File: src/rtl/yuv420_sram_frame_writer.sv
// yuv420_sram_frame_writer: writes packed 32b YUV420 pixel words into a ping-ponged 16b SRAM frame store
//
// Ports:
//   clk, resetb            clock (posedge) and async active-low reset
//   enable                 frame write enable, latched at FRAME_START only
//   dvi, dtypei, datai     input stream (valid, dtype, 32b packed pixel word)
//   addr, web, oeb         SRAM halfword address, write strobe (active low), output enable (held 1)
//   ram_drive, ram_datao   pad drive enable and SRAM write data
//   wr_buf                 buffer currently being written
//   frame_done, done_buf   1-cycle completion pulse and the buffer it completed
//   overflow               sticky per frame: a word was dropped (FIFO or buffer full)
//   words_last_frame       committed word count of the last completed frame
//
// Optional feature: define FRAME_WRITER_STATS_EN to build the committed-word counter;
// otherwise words_last_frame is tied to 0.
//
// The dtype encoding normally comes from dtypes.v; fallbacks are provided here.
`ifndef DTYPE_WIDTH
`define DTYPE_WIDTH 5
`endif
`ifndef DTYPE_FRAME_START
`define DTYPE_FRAME_START 5'h01
`endif
`ifndef DTYPE_FRAME_END
`define DTYPE_FRAME_END 5'h02
`endif
`ifndef DTYPE_PIXEL_MASK
`define DTYPE_PIXEL_MASK 5'h0C
`endif

module yuv420_sram_frame_writer #(
  parameter int ADDR_WIDTH    = 21,
  parameter int BUF_HALFWORDS = 1 << 20,
  parameter int FIFO_DEPTH    = 8
) (
  input  logic                    clk,
  input  logic                    resetb,
  input  logic                    enable,
  input  logic                    dvi,
  input  logic [`DTYPE_WIDTH-1:0] dtypei,
  input  logic [31:0]             datai,
  output logic [ADDR_WIDTH-1:0]   addr,
  output logic                    web,
  output logic                    oeb,
  output logic                    ram_drive,
  output logic [15:0]             ram_datao,
  output logic                    wr_buf,
  output logic                    frame_done,
  output logic                    done_buf,
  output logic                    overflow,
  output logic [19:0]             words_last_frame
);
  localparam int PW = $clog2(FIFO_DEPTH);
  localparam logic [ADDR_WIDTH-1:0] BUF_HW = ADDR_WIDTH'(BUF_HALFWORDS);
  localparam logic [ADDR_WIDTH-1:0] TWO = ADDR_WIDTH'(2);
  typedef enum logic [1:0] {IDLE, WR_LO, WR_HI} state_t;
  state_t state;
  logic [31:0] mem [FIFO_DEPTH];
  logic [PW:0] wp, rp;
  logic [15:0] word_hi;
  logic [31:0] head;
  logic [ADDR_WIDTH-1:0] ptr, fill;
  logic frame_active, end_pending;
  logic fs, fe, pix, empty, full, room, push, drop, pop, done_now;
  // fill counts halfwords reserved at accept time, so the write pointer can never
  // run past the end of the current buffer even with words still queued.
  always_comb begin
    fs       = dvi && dtypei == `DTYPE_FRAME_START;
    fe       = dvi && dtypei == `DTYPE_FRAME_END && frame_active;
    pix      = dvi && |(dtypei & `DTYPE_PIXEL_MASK) && frame_active && !fs;
    empty    = wp == rp;
    full     = (wp - rp) == (PW + 1)'(FIFO_DEPTH);
    room     = fill <= BUF_HW - TWO;
    push     = pix && !full && room;
    drop     = pix && !push;
    pop      = !fs && !empty && state != WR_LO;
    done_now = !fs && end_pending && empty && state == IDLE;
    head     = mem[rp[PW-1:0]];
  end
  always_ff @(posedge clk)
    if (push) mem[wp[PW-1:0]] <= datai;
  always_ff @(posedge clk or negedge resetb)
    if (!resetb) begin
      state        <= IDLE;
      wp           <= '0;
      rp           <= '0;
      word_hi      <= '0;
      ptr          <= '0;
      fill         <= '0;
      frame_active <= 1'b0;
      end_pending  <= 1'b0;
      addr         <= '0;
      web          <= 1'b1;
      oeb          <= 1'b1;
      ram_drive    <= 1'b0;
      ram_datao    <= '0;
      wr_buf       <= 1'b0;
      frame_done   <= 1'b0;
      done_buf     <= 1'b0;
      overflow     <= 1'b0;
    end else begin
      frame_done <= done_now;
      if (push) wp <= wp + 1'b1;
      if (push) fill <= fill + TWO;
      if (pop) rp <= rp + 1'b1;
      if (drop) overflow <= 1'b1;
      if (fe) end_pending <= 1'b1;
      if (fs) begin
        // The halfword already on the bus completes; its partner is abandoned.
        frame_active <= enable;
        end_pending  <= 1'b0;
        overflow     <= 1'b0;
        wp           <= '0;
        rp           <= '0;
        fill         <= '0;
        ptr          <= wr_buf ? BUF_HW : '0;
        state        <= IDLE;
        web          <= 1'b1;
        ram_drive    <= 1'b0;
      end else begin
        if (done_now) begin
          done_buf     <= wr_buf;
          wr_buf       <= !wr_buf;
          frame_active <= 1'b0;
          end_pending  <= 1'b0;
        end
        if (pop) begin
          word_hi   <= head[31:16];
          addr      <= ptr;
          ram_datao <= head[15:0];
          web       <= 1'b0;
          ram_drive <= 1'b1;
          state     <= WR_LO;
        end else if (state == WR_LO) begin
          addr      <= ptr + 1'b1;
          ram_datao <= word_hi;
          ptr       <= ptr + TWO;
          state     <= WR_HI;
        end else begin
          web       <= 1'b1;
          ram_drive <= 1'b0;
          state     <= IDLE;
        end
      end
    end
`ifdef FRAME_WRITER_STATS_EN
  logic [19:0] cnt;
  // A word counts once its high half is launched (WR_LO -> WR_HI).
  always_ff @(posedge clk or negedge resetb)
    if (!resetb) begin
      cnt              <= '0;
      words_last_frame <= '0;
    end else begin
      if (fs) cnt <= '0;
      else if (state == WR_LO && cnt != '1) cnt <= cnt + 1'b1;
      if (done_now) words_last_frame <= cnt;
    end
`else
  assign words_last_frame = '0;
`endif
endmodule

File: config.mk
export PLATFORM = sky130hd
export DESIGN_NAME = yuv420_sram_frame_writer
export DESIGN_NICKNAME = d
export VERILOG_FILES = /design/src/rtl/yuv420_sram_frame_writer.sv
export SDC_FILE = /design/constraint.sdc
export NUM_CORES = 1
export LEC_CHECK = 0
export CAP_MARGIN = 15
export CELL_PAD_IN_SITES_DETAIL_PLACEMENT = 1
export CELL_PAD_IN_SITES_GLOBAL_PLACEMENT = 2
export CORE_MARGIN = 3
export CORE_UTILIZATION = 40
export CTS_CLUSTER_DIAMETER = 150
export DETAILED_ROUTE_END_ITERATION = 16
export GPL_TIMING_DRIVEN = 0
export HOLD_SLACK_MARGIN = 0.02
export PLACE_DENSITY_LB_ADDON = 0.1
export SLEW_MARGIN = 10
export SYNTH_ARGS = -nofsm -noshare
export SYNTH_HDL_FRONTEND = slang
export SYNTH_SLANG_ARGS = --single-unit
File: constraint.sdc
create_clock -name clk -period 8.9 [get_ports clk]
set_input_delay 1.335 -clock clk [delete_from_list [all_inputs] [get_ports clk]]
set_output_delay 1.335 -clock clk [all_outputs]
set_load 0.01 [all_outputs]
==> results.yml <==
synth:
  synthCells: 929
  syn_area_mm2: 0.0148
  synth_edf_count: 256
  postSynthAreaPerCell_um2: 16.0
  synth_area_leaders: "edfxtp_1 52%, dfrtp_1 19%, mux4_2 9.7%, nand2_1 3.0%, mux2_2 1.6%"
  synth_top_area_cell: "edfxtp_1"
  netlist.area_leader.share: 0.518
  synthFlopType: "edfxtp_1"
  yosys_warnings: 1
  async_reset_ff_frac: 0.302
  ys_seq_elements: 367
  ys_seq_area_frac: 0.705
  synth.distinct_cells: 55
timing:
  finalHoldViolCount: 0
  fmax_mhz: 184
  final.setup_skew_ps: 20.2
  worst_slew_pin_slew_ps: 931
  fin_crit_ps: 5440
  rsz0062_at_grt: "no"
  finalSetupViolations: 0
  post-route-period-util: 0.611
  maxSlewHeadroom: 0.375
  slew_viol_final: 0
clock_network:
  htree_levels: 2
  post_cts_buffers: 0
  cts_tree: "done"
  post_cts_resized: 0
  clkLatencyLatePin_ps: 550
  postCtsHoldBufs: 0
  numCtsBuffers: 41
  cts.sinks: 367
  clockBufferDepth: 3
  cts_root_buffer: "clkbuf_16"
  cts.clk_slew.worst_paths_ps: 60
power_and_ir_drop:
  p_leak_nw: 6.73
  finalPower_mw: 5.60
  peakVddDrop_mv: 0.191
  power_density_mw_per_mm2: 309
route:
  vias: 8488
  ant_nets: 0
  drt-vias-per-instance: 5.26
  first_pass_iters: 4
  wire_per_inst_um: 22.4
  drt-initial-drc-count: 541
  drc: 0
  totalWireLength_um: 36200
min_path:
  hold_start: "ram_drive"
  hold_path_class: "flip-flop to flip-flop"
  hold_depth: 1
  min_to: "ram_drive"
cells_and_area:
  n_antenna_cell: 0
  finalCoreUtilization: 0.503
  syn2layout_area_growth_pct: 22.2
  nets: 1169
  final_cells: 1614
  drive_gt1_frac: 0.215
critical_path:
  rrSetupSlack_ps: 3460
  ff2ff_path_depth: 16
  critPathCaptureType: "flip-flop"
  critPathLaunchType: "flip-flop"
  timing.rr.end: "mem[0][8]"
  cp_data_required_time_ps: 9150
  critPathArrivalTime_ps: 5690
  crit_fanout: 10
  r2r-start: "rp[2]"
  worst-setup-path-type: "flip-flop to flip-flop"
die:
  initial_core_util: 0.411
  die_area_mm2: 0.0395
  core_area_mm2: 0.0361
  die_width_um: 199
  die-height_um: 199
  rows: 69
  pin_count: 105
grt:
  grt_pass1_wl_um: 55700
  grt_usage: 0.187
  grt_max_degree: 62
  grt.overflow.total: 0
  antenna_found_initial: 1
  grt_pass1_vias: 8990
outcome:
  status: "complete, no violations"
placed_design:
  dp_hpwl_um: 25000
  placed_cells: 1539
  portBuffers: 83
  gp_congestion: 0.732
flow_run:
  drv_cap: 0
worst max-delay path by stage:
stage                      from    endpoint  slack (ps)  cells after the start
after floorplan           rp[2]   mem[1][0]        2690                     11
after global placement    rp[2]  mem[2][10]       -2180                     11
after detailed placement  rp[2]   mem[0][8]        3320                     16
after CTS                 rp[2]   mem[0][8]        3290                     16
after global routing      rp[2]  mem[0][11]        3060                     16
final                     rp[2]   mem[0][8]        3460                     16
state kept, by name, summed over array words and instances (netlist names):
register      cells
rp                4
frame_done        1
word_hi          16
frame_active      1
addr             21
web               1
fill             20
overflow          1
wr_buf            1
mem             256
done_buf          1
ptr              20
end_pending       1
ram_datao        16
ram_drive         1
wp                4
state             2
placed cells by master (no fill, tap or decap), types with 3 or more instances in the layout:
cell type          n
a21oi_1           10
a31oi_1           18
and2_1             3
and3_1            17
and4_1             6
buf_1              4
buf_2             15
buf_4             65
bufinv_16          6
clkbuf_1          31
clkbuf_16         42
clkdlybuf4s50_1   82
clkinv_1          11
clkinv_2           6
conb_1            21
dfrtp_1          110
edfxtp_1         256
ha_1               7
inv_1              8
mux2_2            21
mux2i_1           18
mux4_2            64
nand2_1          119
nand2b_1          10
nand3_1           23
nand4_1           15
nor2_1            51
nor3_1             4
nor4_1             7
nor4_2             6
o21ai_0           12
o31ai_1           15
or3_1              7
xnor2_1           10
xor2_1            13
cell type report:
class,instances,area (µm²)
Timing Repair Buffer,129,1200
Buffer,65,359
Multi-Input combinational cell,506,4100
Sequential cell,367,10500
Inverter,11,41.3
Tap cell,461,577
Clock buffer,51,1100
Clock inverter,24,290
Fill cell,3472,17900
per-stage QoR:
step | setup slack, ps | hold slack [ps] | cell area, µm² | TNS (ps)
after CTS | 3290 | 482 | 18100 | 0
after global routing | 3060 | 505 | 18100 | 0
final | 3460 | 477 | 18100 | 0
after detailed placement | 3320 | 469 | 16700 | 0
after floorplan | 2690 | 466 | 14900 | 0
after global placement | -2180 | 466 | 16300 | -391630
cells by family after synthesis:
family	share of synthesized area
AO/OA/AOI/OAI	0.0269
XOR/XNOR	0.0136
adder cells (fa/ha/maj)	0.00590
buffers and inverters	0.0270
flip-flops	0.705
multiplexers	0.125
other	0.000253
AND/OR/NAND/NOR	0.0965
power breakdown:
part / internal [mW] / leakage (nW) / total (mW) / switching, mW
combinational: 0.763 / 2.36 / 1.66 / 0.895
sequential: 2.06 / 3.69 / 2.20 / 0.145
clock: 1.06 / 0.679 / 1.74 / 0.683
synth_stat cells (2+ instances only):
cell,n
a21o_1,2
xor2_1,13
clkinv_1,2
buf_4,25
nor4b_1,2
clkbuf_1,24
edfxtp_1,256
nor3_1,5
nand4_1,15
and2_1,3
buf_1,4
inv_1,9
dfrtp_1,110
xnor2_1,10
nand2b_1,10
mux2i_1,18
o21ai_0,12
nand3_1,23
mux4_2,64
nand2_1,119
nor4_1,13
a31oi_1,18
buf_2,11
mux2_2,21
or4_1,2
and4_1,6
or4b_4,2
or3_1,7
ha_1,7
a31o_2,2
and3_1,17
o31ai_1,15
nor2_1,51
a21oi_1,10
per-layer routing:
metal | track usage | part of all wire
met2 | 0.312 | 0.49
met1 | 0.264 | 0.45
met4 | 0.0375 | 0.014
met5 | 0 | 0.00039
met3 | 0.0295 | 0.043
critical path, cell delays in order (launching register included):
cell      delay [ps]
dfrtp_1          320
clkbuf_1         220
clkbuf_1         500
clkinv_1         490
clkbuf_1         400
ha_1             450
and3b_1          200
or3_1            360
nand4_1          260
nand3_1          180
buf_2            270
nor4_2           550
buf_4            290
buf_4            180
buf_4            170
buf_4            150
buf_4            160
Power figures use the tool's default switching activity.
